[config.mk]
export PLATFORM = sky130hd
export DESIGN_NAME = rr_bus_scheduler
export DESIGN_NICKNAME = d
export VERILOG_FILES = /design/src/rtl/rr_sched_pkg.sv /design/src/rtl/rr_bus_scheduler_pick.sv /design/src/rtl/rr_bus_scheduler.sv
export SDC_FILE = /design/constraint.sdc
export NUM_CORES = 1
export LEC_CHECK = 0
export BUFFER_PORTS_ARGS = -buffer_cell sky130_fd_sc_hd__buf_2
export CAP_MARGIN = 10
export CORE_MARGIN = 4
export CORE_UTILIZATION = 60
export CTS_BUF_LIST = sky130_fd_sc_hd__clkbuf_8
export CTS_CLUSTER_SIZE = 10
export DETAILED_ROUTE_END_ITERATION = 16
export PLACE_DENSITY = 0.82
export SLEW_MARGIN = 0
export SYNTH_ARGS = -nofsm -noshare
export SYNTH_HDL_FRONTEND = slang
export SYNTH_HIERARCHICAL = 1
export SYNTH_SLANG_ARGS = --single-unit
[constraint.sdc]
create_clock -name clk -period 3.4 [get_ports clk]
set_clock_uncertainty 0.1 [all_clocks]
set_input_delay 0.34 -clock clk [delete_from_list [all_inputs] [get_ports clk]]
set_output_delay 0.34 -clock clk [all_outputs]
set_load 0.02 [all_outputs]
[src/rtl/rr_sched_pkg.sv]
// rr_sched_pkg: shared types and constants for the round-robin bus scheduler.
//   rr_sched_state_e : scheduler FSM states
//   enc_width()      : width of the encoded-owner bus for a given master count
//   GRANT_IDLE       : all-ones pattern driven on the encoded owner when idle
package rr_sched_pkg;

  typedef enum logic [1:0] {
    IDLE,
    BUSY,
    TURN
  } rr_sched_state_e;

  function automatic int unsigned enc_width(input int unsigned n);
    return $clog2(n) + 1;
  endfunction

  localparam logic [31:0] GRANT_IDLE = '1;

endpackage

[src/rtl/rr_bus_scheduler_pick.sv]
// rr_pick: combinational masked round-robin priority picker.
//   req    : request vector
//   last   : index of the previous owner; search starts just above it
//   onehot : one-hot winner (zero when no request)
//   enc    : encoded winner (all-ones when no request)
module rr_pick
  import rr_sched_pkg::*;
#(
  parameter int unsigned NumMasters = 4
) (
  input  logic [NumMasters-1:0]      req,
  input  logic [$clog2(NumMasters)-1:0] last,
  output logic [NumMasters-1:0]      onehot,
  output logic [$clog2(NumMasters):0] enc
);

  localparam int unsigned DW   = 2 * NumMasters;
  localparam int unsigned EncW = enc_width(NumMasters);

  logic [DW-1:0] dreq;
  logic [DW-1:0] base;
  logic [DW-1:0] win;

  // The request vector is duplicated so the search from last+1 naturally
  // wraps: x & ~(x - base) isolates the lowest set bit at or above base.
  always_comb begin
    dreq   = {req, req};
    base   = DW'(1) << (int'(last) + 1);
    win    = dreq & ~(dreq - base);
    onehot = win[NumMasters-1:0] | win[DW-1:NumMasters];
    enc    = GRANT_IDLE[EncW-1:0];
    for (int unsigned i = 0; i < NumMasters; i++) begin
      if (onehot[i]) enc = EncW'(i);
    end
  end

endmodule

[src/rtl/rr_bus_scheduler.sv]
// rr_bus_scheduler: round-robin owner selection for one shared bus port.
//   clk, rst   : clock, asynchronous active-high reset
//   ce         : clock enable; all state holds while low
//   req, lock  : per-master level request and keep-bus-after-ack
//   ack_i      : slave transaction-complete strobe
//   grant      : registered one-hot owner (zero when idle)
//   grant_enc  : registered encoded owner (all-ones when idle)
//   cyc_o      : bus cycle active (BUSY)
//   timeout_o  : one-cycle pulse when the watchdog reclaims the bus
module rr_bus_scheduler
  import rr_sched_pkg::*;
#(
  parameter int unsigned NumMasters    = 4,
  parameter int unsigned MaxBurst      = 16,
  parameter int unsigned TimeoutCycles = 255
) (
  input  logic                          clk,
  input  logic                          rst,
  input  logic                          ce,
  input  logic [NumMasters-1:0]         req,
  input  logic [NumMasters-1:0]         lock,
  input  logic                          ack_i,
  output logic [NumMasters-1:0]         grant,
  output logic [$clog2(NumMasters):0]   grant_enc,
  output logic                          cyc_o,
  output logic                          timeout_o
);

  localparam int unsigned IdxW   = $clog2(NumMasters);
  localparam int unsigned EncW   = enc_width(NumMasters);
  localparam int unsigned BurstW = $clog2(MaxBurst + 1);
  localparam int unsigned TmoW   = $clog2(TimeoutCycles + 1);
  localparam logic [IdxW-1:0] LastRst = IdxW'(NumMasters - 1);
  localparam logic [TmoW-1:0] TmoLast = TmoW'(TimeoutCycles - 1);

  rr_sched_state_e state, state_n;

  logic [NumMasters-1:0] grant_n;
  logic [NumMasters-1:0] pick_oh;
  logic [EncW-1:0]       grant_enc_n;
  logic [EncW-1:0]       pick_enc;
  logic                  cyc_n;
  logic                  timeout_n;
  logic [BurstW-1:0]     burst_cnt, burst_n;
  logic [TmoW-1:0]       tmo_cnt, tmo_n;
  logic [IdxW-1:0]       last_owner, last_n;
  logic [IdxW-1:0]       owner;
  logic                  others;
  logic                  keep;
  logic                  rel;

  rr_pick #(.NumMasters(NumMasters)) u_pick (
    .req    (req),
    .last   (last_owner),
    .onehot (pick_oh),
    .enc    (pick_enc)
  );

  always_comb begin
    owner  = grant_enc[IdxW-1:0];
    others = |(req & ~grant);
    keep   = lock[owner] && req[owner] &&
             (((32'(burst_cnt) + 32'd1) < MaxBurst) || !others);
  end

  always_comb begin
    state_n     = state;
    grant_n     = grant;
    grant_enc_n = grant_enc;
    cyc_n       = cyc_o;
    timeout_n   = 1'b0;
    burst_n     = burst_cnt;
    tmo_n       = tmo_cnt;
    last_n      = last_owner;
    rel         = 1'b0;
    unique case (state)
      // TURN shares the arbitration path with IDLE so the next owner is
      // granted on the edge that ends the single turnaround cycle.
      IDLE, TURN: begin
        state_n     = IDLE;
        grant_n     = '0;
        grant_enc_n = GRANT_IDLE[EncW-1:0];
        cyc_n       = 1'b0;
        if (|req) begin
          state_n     = BUSY;
          grant_n     = pick_oh;
          grant_enc_n = pick_enc;
          cyc_n       = 1'b1;
          burst_n     = '0;
          tmo_n       = '0;
        end
      end
      BUSY: begin
        if (ack_i) begin
          if (keep) begin
            if (burst_cnt != '1) burst_n = burst_cnt + 1'b1;
            tmo_n = '0;
          end else begin
            rel = 1'b1;
          end
        end else if (!req[owner]) begin
          rel = 1'b1;
        end else if (tmo_cnt == TmoLast) begin
          rel       = 1'b1;
          timeout_n = 1'b1;
        end else begin
          tmo_n = tmo_cnt + 1'b1;
        end
        // The released owner is captured here because grant_enc is
        // already cleared during TURN.
        if (rel) begin
          state_n     = TURN;
          grant_n     = '0;
          grant_enc_n = GRANT_IDLE[EncW-1:0];
          cyc_n       = 1'b0;
          last_n      = owner;
        end
      end
      default: state_n = IDLE;
    endcase
  end

  always_ff @(posedge clk or posedge rst) begin
    if (rst) begin
      state      <= IDLE;
      grant      <= '0;
      grant_enc  <= GRANT_IDLE[EncW-1:0];
      cyc_o      <= 1'b0;
      timeout_o  <= 1'b0;
      burst_cnt  <= '0;
      tmo_cnt    <= '0;
      last_owner <= LastRst;
    end else if (ce) begin
      state      <= state_n;
      grant      <= grant_n;
      grant_enc  <= grant_enc_n;
      cyc_o      <= cyc_n;
      timeout_o  <= timeout_n;
      burst_cnt  <= burst_n;
      tmo_cnt    <= tmo_n;
      last_owner <= last_n;
    end
  end

endmodule

==> impl_metrics.py, run 1 <==
metrics = {
    "pwr": {
        "power_density_nw_per_um2": 701,
        "clockPowerShare_pct": 14.5,
        "ir_drop_mv": 0.361,
        "p_int_w": 0.000779,
        "p_leak_nw": 0.937,
        "seqPwrFrac_pct": 35.8,
        "power_switching_share_pct": 44.1,
        "switching_power_w": 0.000614,
        "p_comb_share_pct": 49.7,
    },
    "place": {
        "dp_cells": 246,
        "routabilityCongestion": 0.888,
        "io_buffers": 20,
        "dp_hpwl_um": 3140,
    },
    "yosys": {
        "synth_area_um2": 1810,
        "synth.distinct_cells": 57,
        "avgSynthCellArea_um2": 9.11,
        "syn_inst": 199,
        "ys.flop_type": "dfrtp_1",
        "synth_area_leader_cell": "dfrtp_1",
        "yosysSeqAreaShare_pct": 36.2,
        "synth_edf_count": 0,
        "synth-async-reset-ratio_pct": 100,
        "synthTopCellsByArea": "dfrtp_1, dfstp_2, ha_1",
        "synth_warnings": 6,
        "synth_fp_nets": 221,
        "netlist.area_leader.share_pct": 29.0,
        "ys_ff_latch": 26,
    },
    "sta": {
        "max_freq_mhz": 378,
        "slew_headroom_pct": 34.6,
        "finalSetupTns_ns": 0,
        "rsz0062_at_grt": "no",
        "hold_violations": 0,
        "tightest_slew_ns": 0.980,
        "fin_crit_ns": 2.64,
        "setup_viol_count_final": 0,
        "timing.final.max_slew_violations": 0,
        "fin_crit_sh_pct": 77.8,
    },
    "die": {
        "rows": 19,
        "die_w_um": 63.0,
        "core_um2": 2830,
        "start_util_pct": 64.1,
        "die_h_um": 63.0,
        "ioPinCount": 21,
        "die_area_um2": 3970,
    },
    "route": {
        "wl_per_cell_um": 16.6,
        "vias": 1658,
        "avgViaCountPerCell": 6.63,
        "ant_nets": 0,
        "drt-initial-drc-count": 86,
        "first_pass_iters": 4,
        "drc": 0,
        "drt-total-wl_um": 4140,
    },
    "setup_path": {
        "max_stage_delay_ns": 0.57,
        "cp_data_required_time_ns": 3.49,
        "worst_path_most_repeated_cell": "a21oi_1",
        "crit_chain": "or2_2, inv_1, fa_1, nand2b_1, a21oi_1, mux2i_1, a21oi_1, or2_2, nor2_1, a21oi_1",
        "crit_type": "register to register",
        "start_kind": "register",
        "crit_path_max_fanout": 5,
        "arrival_ns": 2.74,
        "end_kind": "register",
        "r2r_cells": 10,
        "slowest_stage": "dfstp_2",
    },
    "clocking": {
        "clk_pin_slew_ns": 0.09,
        "cts_tree": "done",
        "clkLatencyLatePin_ns": 0.27,
        "cts-root-buf": "clkbuf_8",
        "numCtsBuffers": 3,
        "h-tree-depth": 1,
        "cts.sinks": 26,
        "post_cts_buffers": 0,
        "cts_hold_buf": 0,
        "cts_max_path_buffers": 2,
        "post_cts_resized": 0,
    },
    "cells_and_area": {
        "antenna_cells": 0,
        "fin_nets": 242,
        "fillers": 217,
        "most-common-layout-cells": "dfrtp_1, buf_2, nand2_1",
        "fin_cells": 250,
        "area_growth_pct": 9.59,
        "layout-drive-gt1-share_pct": 22.4,
        "final_common_cell": "dfrtp_1",
    },
    "flow_run": {
        "cap_violations": 0,
    },
    "grt": {
        "grt_pass1_wl_um": 7200,
        "track_usage_pct": 22.2,
        "overflow": 0,
        "antenna_found_initial": 0,
        "grt_max_degree": 27,
        "grt_pass1_vias": 1551,
    },
    "hold_path": {
        "min_path_type": "input pin to async pin",
    },
    "run_status": {
        "run_status": "complete, no violations",
    },
}
-- cell usage after synthesis, types with 3 or more instances --
master / n
mux2_2: 3
inv_1: 16
dfrtp_1: 21
nor2_1: 14
ha_1: 9
dfstp_2: 5
and3_1: 6
a21oi_1: 13
or4_1: 4
nand4_1: 4
a31oi_1: 5
nand3_1: 7
nor3_1: 6
nand2_1: 17
nor2b_1: 5
a22o_1: 4
o21ai_0: 7
nand2b_1: 5
mux2i_1: 4
-- state kept, by name, indices dropped and copies added, names as in the netlist --
signal      flops
tmo_cnt         8
burst_cnt       5
grant           4
grant_enc       3
cyc_o           1
state           2
timeout_o       1
last_owner      2
-- power by group through the flow --
stage	logic (W)	clock network [W]	registers, W
6_report	0.000692	0.000202	0.000499
5_1_grt	0.000768	0.000225	0.000513
4_1_cts	0.000686	0.000211	0.000499
3_5_place_dp	0.000681	0	0.000504
3_3_place_gp	0.000658	0	0.000499
2_1_floorplan	0.000473	0	0.000537
-- layer usage --
metal	wire [um]	global-route usage, %	vias up
met5	0	0	-
met4	27	4.13	0
met3	245	3.24	4
met2	1900	36.0	67
met1	1970	31.6	811
li1	-	-	776
-- cell families (layout without fill, tap and decap cells) --
group | after synthesis | in the layout | share of synthesized area (%)
other cells | 2 | 2 | 0.414
flops | 26 | 26 | 36.2
compound gates | 51 | 51 | 21.6
buf+inv | 21 | 41 | 4.62
xor+xnor | 1 | 1 | 0.483
mux | 8 | 8 | 5.31
simple gates | 80 | 80 | 24.0
fa+ha+maj | 10 | 10 | 7.32
-- stage by stage --
stage	hold WS [ns]	setup WS, ns	util [%]	power [W]	cell area [um^2]
final	0.177	0.756	70.2	0.00139	1990
after global routing	0.270	0.588	70.2	0.00151	1990
after CTS	0.203	0.772	70.2	0.00140	1990
after detailed placement	0.361	0.801	68.3	0.00118	1930
after global placement	0.352	0.862	68.3	0.00116	1930
after floorplan	0.276	0.925	-	0.00101	1810
-- layout make-up --
type	instances	area (um^2)	share of cell area, %
clock buffers	4	55.1	2.77
inverters	17	63.8	3.21
multi-input cells	152	1070	54.0
flip-flops and latches	26	657	33.1
well taps	31	38.8	1.95
repair buffers	20	100	5.04
-- worst paths after layout --
kind / slack, ns / from / endpoint
max: 0.76 / last_owner[1] / grant_enc[0]
min: 0.18 / rst / grant[1]
max reg2reg: 0.76 / last_owner[1] / grant_enc[0]
min reg2reg: 0.38 / grant_enc[2] / grant_enc[2]
max in group asynchronous: 2.42 / rst / tmo_cnt[5]
min in group clk: 0.30 / ce / state[1]
-- worst max-delay path, delay by kind of cell, from the launching register on --
family	cells	cell delay, ns
buffers and inverters	1	0.05
AOI/OAI and AO/OA	3	0.36
muxes	1	0.36
adders and majority gates	1	0.41
DFF	1	0.57
and+or+nand+nor	4	0.71
Power figures use the tool's default switching activity.
==> run 2, diff against run 1 <==
==> constraint.sdc (replaced) <==
create_clock -name clk -period 2.55 [get_ports clk]
set_clock_uncertainty 0.1 [all_clocks]
set_input_delay 0.255 -clock clk [delete_from_list [all_inputs] [get_ports clk]]
set_output_delay 0.255 -clock clk [all_outputs]
set_load 0.02 [all_outputs]
==> run 2 against run 1 <==
Effect of this change: sequential power increased by 33%; clock-buffer cell count is the same; largest cell class unchanged; critical path type unchanged; critical path depth unchanged; largest power group unchanged.
==> impl_metrics.py, run 2 (synthesis gave the netlist of run 1 again) <==
metrics = {
    "clocking": {
        "clkLatencyLatePin_ns": 0.27,
        "cts_max_path_buffers": 2,
        "h-tree-depth": 1,
        "cts_hold_buf": 0,
        "cts-root-buf": "clkbuf_8",
        "cts.sinks": 26,
        "numCtsBuffers": 3,
        "cts_tree": "done",
        "clk_pin_slew_ns": 0.09,
    },
    "route": {
        "vias": 1661,
        "drc": 0,
        "avgViaCountPerCell": 6.46,
        "drt-total-wl_um": 4230,
        "first_pass_iters": 6,
        "wl_per_cell_um": 16.5,
        "ant_nets": 0,
        "drt-initial-drc-count": 99,
    },
    "grt": {
        "use_met3_pct": 2.88,
        "use_met2_pct": 36.9,
        "grt_pass1_wl_um": 7180,
        "grt_pass1_vias": 1623,
        "overflow": 0,
        "use_met1_pct": 30.0,
        "grt_max_degree": 27,
        "track_usage_pct": 22.1,
        "antenna_found_initial": 0,
        "busiest_layer": "met2",
    },
    "cells_and_area": {
        "final_util_pct": 72.5,
        "reg_top3": "tmo_cnt: 8 flops, burst_cnt: 5 flops, grant: 4 flops",
        "largest_reg_flops": 8,
        "fin_cells": 257,
        "layout-drive-gt1-share_pct": 26.1,
        "antenna_cells": 0,
        "area_growth_pct": 13.2,
        "final_common_cell": "dfrtp_1",
        "most-common-layout-cells": "dfrtp_1, buf_2, nand2_1",
        "fin_nets": 249,
        "final_area_um2": 2050,
        "top_register": "tmo_cnt",
    },
    "sta": {
        "fin_crit_sh_pct": 99.8,
        "tightest_slew_ns": 0.970,
        "holdWs_ns": 0.0914,
        "timing.final.max_slew_violations": 0,
        "setup_ws_ns": 0.00422,
        "slew_headroom_pct": 35.2,
        "hold_violations": 0,
        "rsz0062_at_grt": "yes",
        "fin_crit_ns": 2.55,
        "setup_viol_count_final": 0,
        "max_freq_mhz": 393,
    },
    "die": {
        "core_um2": 2830,
        "die_area_um2": 3970,
        "ioPinCount": 21,
        "die_h_um": 63.0,
        "die_w_um": 63.0,
        "rows": 19,
        "start_util_pct": 64.1,
    },
    "place": {
        "dp_hpwl_um": 3190,
        "dpl_cell_area_um2": 1980,
        "dp_cells": 252,
        "routabilityCongestion": 0.857,
        "place_ws_ns": -0.0111,
        "io_buffers": 20,
    },
    "run_status": {
        "run_status": "complete, no violations",
    },
    "setup_path": {
        "crit_type": "register to register",
        "arrival_ns": 2.65,
        "crit_path_max_fanout": 5,
        "start_kind": "register",
        "rrSetupSlack_ns": 0.004,
        "cp_data_required_time_ns": 2.65,
        "end_kind": "register",
    },
    "flow_run": {
        "cap_violations": 0,
    },
    "pwr": {
        "power_density_nw_per_um2": 937,
        "ir_drop_mv": 0.531,
        "p_leak_nw": 0.970,
    },
    "hold_path": {
        "min_path_type": "input pin to async pin",
    },
}
[run 2: path summary, 6_finish.rpt]
check / start / end / cells after the start
setup / recovery: last_owner[0] / grant_enc[2] / 10
hold / removal: rst / grant[1] / 2
setup reg to reg: last_owner[0] / grant_enc[2] / 10
hold reg to reg: grant_enc[2] / grant_enc[2] / 2
max in group asynchronous: rst / timeout_o / 2
min in group clk: ce / state[1] / 2
[run 2: power by group]
part	leakage [nW]	internal [W]	total, W	switching [W]
clock network	0.0288	0.000138	0.000272	0.000134
registers	0.337	0.000546	0.000666	0.000120
logic	0.605	0.000401	0.000984	0.000584
total	0.970	0.00108	0.00192	0.000837
[run 2: final cells by class]
class / instances / area (um^2)
sequential: 26 / 657
timing repair buffer: 27 / 153
multi-input combinational: 152 / 1080
clock buffer: 4 / 55.1
inverter: 17 / 63.8
fill: 212 / 777
tap: 31 / 38.8
[run 2: per-stage QoR]
| stage | total power [W] | TNS (ns) |
|---|---|---|
| 2_1_floorplan | 0.00135 | 0 |
| 3_3_place_gp | 0.00158 | 0 |
| 3_5_place_dp | 0.00163 | -0.0111 |
| 4_1_cts | 0.00191 | -0.00363 |
| 5_1_grt | 0.00206 | -0.261 |
| 6_report | 0.00192 | 0 |
[run 2: layer usage]
metal	wire length, um	vias up
met2	2000	76
li1	-	786
met3	265	6
met4	46	0
met5	0	-
met1	1920	793
[run 2: what timing repair did]
action                                 in CTS  in global routing
gates resized for setup                     2                  2
endpoints found under the hold margin       0                  0
setup buffers                               1                  0
pin swaps                                   2                  0
setup endpoints to repair                   1                  6
[run 2: critical path, stage by stage, from the launching register on]
cell and delay [ns]:
dfstp_2 0.57, or2_4 0.13, inv_2 0.03, fa_1 0.45, or4_4 0.52, nand3_2 0.10
inv_2 0.04, or2_4 0.24, nor3_2 0.10, nor2_1 0.06, a21oi_1 0.13
==> run 3, diff against run 2 <==
--- a/config.mk
+++ b/config.mk
@@ -5,15 +5,16 @@
 export SDC_FILE = /design/constraint.sdc
 export NUM_CORES = 1
 export LEC_CHECK = 0
+export ABC_AREA = 1
 export BUFFER_PORTS_ARGS = -buffer_cell sky130_fd_sc_hd__buf_2
 export CAP_MARGIN = 10
 export CORE_MARGIN = 4
-export CORE_UTILIZATION = 60
+export CORE_UTILIZATION = 61
 export CTS_BUF_LIST = sky130_fd_sc_hd__clkbuf_8
 export CTS_CLUSTER_SIZE = 10
 export DETAILED_ROUTE_END_ITERATION = 16
 export PLACE_DENSITY = 0.82
-export SLEW_MARGIN = 0
+export SLEW_MARGIN = 20
 export SYNTH_ARGS = -nofsm -noshare
 export SYNTH_HDL_FRONTEND = slang
 export SYNTH_HIERARCHICAL = 1
==> run 3 against run 2 <==
Effect of this change: register-to-register slack improved by 0.15 ns; design area is 9.8% higher; largest power group unchanged; critical endpoint unchanged; utilization grew 0.087 points; global-route usage about the same; highest routed layer unchanged; power up 17%; wire length grew 3.7%.
==> impl_metrics.py, run 3 <==
metrics = {
    "grt": {
        "grt_pass1_vias": 1687,
        "grt_pass1_wl_um": 7520,
        "track_usage_pct": 22.1,
        "overflow": 0,
        "grt_max_degree": 24,
        "antenna_found_initial": 0,
    },
    "cells_and_area": {
        "final_util_pct": 72.6,
        "final_area_um2": 2250,
        "most-common-layout-cells": "nand2_1, inv_1, nand3_1",
        "reg_top3": "tmo_cnt: 8 flops, burst_cnt: 5 flops, grant: 4 flops",
        "area_growth_pct": 11.7,
        "seqCellArea_um2": 657,
        "multi_input_area_um2": 1200,
        "largest_reg_flops": 8,
        "layout-drive-gt1-share_pct": 20.8,
        "antenna_cells": 0,
        "fillers": 285,
        "final_common_cell": "nand2_1",
        "top_register": "tmo_cnt",
        "fin_nets": 341,
    },
    "die": {
        "ioPinCount": 21,
        "die_area_um2": 4290,
        "start_util_pct": 65.0,
        "rows": 20,
        "core_um2": 3100,
        "die_h_um": 65.5,
        "die_w_um": 65.5,
    },
    "yosys": {
        "synth.distinct_cells": 36,
        "synth_warnings": 6,
        "ys_ff_latch": 26,
        "syn_inst": 296,
        "avgSynthCellArea_um2": 6.81,
        "netlist.area_leader.share_pct": 26.1,
        "synth_area_leader_cell": "dfrtp_1",
        "yosysMostFrequentCell": "nand2_1",
        "synthTopCellsByArea": "dfrtp_1, nand2_1, nand3_1",
        "synth_fp_nets": 318,
        "synth-async-reset-ratio_pct": 100,
        "ys.flop_type": "dfrtp_1",
        "synth_edf_count": 0,
        "yosysSeqAreaShare_pct": 32.6,
        "synth_common_cells": "nand2_1, inv_1, nand3_1",
        "synth_area_um2": 2020,
    },
    "sta": {
        "finalSetupTns_ns": 0,
        "rsz0062_at_grt": "no",
        "setup_viol_count_final": 0,
        "fin_crit_ns": 2.39,
        "timing.final.max_slew_violations": 0,
        "tightest_slew_ns": 0.848,
        "slew_headroom_pct": 43.4,
        "fin_crit_sh_pct": 93.8,
        "hold_violations": 0,
        "max_freq_mhz": 418,
        "setup_ws_ns": 0.159,
        "holdWs_ns": 0.0364,
    },
    "setup_path": {
        "cp_data_required_time_ns": 2.66,
        "start_kind": "register",
        "max_stage_delay_ns": 0.57,
        "crit_chain": "nor2_1, fa_1, inv_1, nand3_1, nand2_1, nand2_1, a21boi_2, nand3b_1, nor2_2, or2_2, nand3_1, nand2_1",
        "arrival_ns": 2.50,
        "worst_path_most_repeated_cell": "nand2_1",
        "slowest_stage": "dfstp_2",
        "crit_type": "register to register",
        "crit_path_max_fanout": 5,
        "end_kind": "register",
    },
    "route": {
        "routed-wl-met2_um": 1930,
        "first_pass_iters": 4,
        "drc": 0,
        "met3_length_um": 258,
        "met1Wirelength_um": 2170,
        "drt-total-wl_um": 4380,
        "wl_per_cell_um": 12.1,
        "drt-initial-drc-count": 151,
        "vias": 1872,
        "highest_layer": "met4",
        "avgViaCountPerCell": 5.17,
        "ant_nets": 0,
    },
    "place": {
        "routabilityCongestion": 0.862,
        "dpl_cell_area_um2": 2150,
        "dp_hpwl_um": 3240,
        "io_buffers": 20,
        "place_ws_ns": 0.0510,
    },
    "clocking": {
        "numCtsBuffers": 3,
        "cts-root-buf": "clkbuf_8",
        "post_cts_buffers": 0,
        "clk_pin_slew_ns": 0.09,
        "cts_max_path_buffers": 2,
        "cts_tree": "done",
        "cts_hold_buf": 0,
        "cts.sinks": 26,
        "h-tree-depth": 1,
        "clkLatencyLatePin_ns": 0.27,
    },
    "hold_path": {
        "min_path_type": "input pin to async pin",
    },
    "pwr": {
        "p_leak_nw": 1.20,
        "ir_drop_mv": 0.621,
        "power_density_nw_per_um2": 995,
    },
    "run_status": {
        "run_status": "complete, no violations",
    },
    "flow_run": {
        "cap_violations": 0,
    },
}
==> run 3: changes by cell type after synthesis, moves of 6 or more <==
cell     change
and3_1       -6
nand2_1     +89
o21ai_1     +12
a21oi_1      -9
nand2_2      +6
inv_1       +17
nand3_1     +22
==> run 3: timing repair <==
item,CTS,global route
resized for setup,0,6
endpoints found under the setup margin,0,3
hold endpoints to repair,0,0
==> run 3: cell families (layout without fill, tap and decap cells) <==
family                     Yosys count  count (layout)  share of synthesized area (%)
AOI/OAI and AO/OA                   25              25                           7.32
xor gates and xnor gates             5               5                           2.17
adders and majority gates           10              10                           6.58
buffers and inverters               43              65                           9.06
DFF                                 26              26                           32.6
other                                2               2                          0.372
and+or+nand+nor                    185             185                           41.9
==> run 3: worst paths after layout <==
kind | startpoint | endpoint | slack [ns] | depth (start not counted)
min | rst | burst_cnt[4] | 0.04 | 2
min in group clk | ce | state[0] | 0.22 | 3
min reg2reg | grant_enc[2] | grant_enc[2] | 0.38 | 2
max reg2reg | last_owner[1] | grant_enc[2] | 0.16 | 12
max in group asynchronous | rst | last_owner[1] | 1.62 | 3
max | last_owner[1] | grant_enc[2] | 0.16 | 12
==> run 3: power by group <==
part | total, W | internal, W | switching (W)
clock | 0.000342 | 0.000210 | 0.000132
sequential | 0.000667 | 0.000550 | 0.000117
combinational | 0.00123 | 0.000442 | 0.000790
total | 0.00224 | 0.00120 | 0.00104
==> run 3: cell type report <==
| class | count | area share (%) |
|---|---|---|
| clock inverters | 1 | 1.33 |
| flip-flops and latches | 26 | 29.2 |
| inverters | 38 | 6.33 |
| repair buffers | 23 | 5.44 |
| clock buffers | 3 | 1.83 |
| multi-input cells | 227 | 53.5 |
| well taps | 44 | 2.44 |
==> run 3: per-stage QoR <==
step / total power (W) / std cells
after CTS: 0.00220 / 362
after detailed placement: 0.00184 / 358
after global placement: 0.00182 / 358
after global routing: 0.00246 / 362
final: 0.00224 / 362
after floorplan: 0.00160 / 296
==> run 3: critical path: cells and delay by family (launching register included) <==
family | cells | cell delay [ns]
AND/OR/NAND/NOR | 9 | 0.95
flip-flops | 1 | 0.57
adder cells (fa/ha/maj) | 1 | 0.44
buffers and inverters | 1 | 0.09
AO/OA/AOI/OAI | 1 | 0.18
==> run 3: layer usage <==
metal | up-vias | global-route usage [%]
met5 | - | 0
met4 | 0 | 4.40
met3 | 4 | 2.91
met2 | 62 | 33.2
met1 | 825 | 34.0
li1 | 981 | -
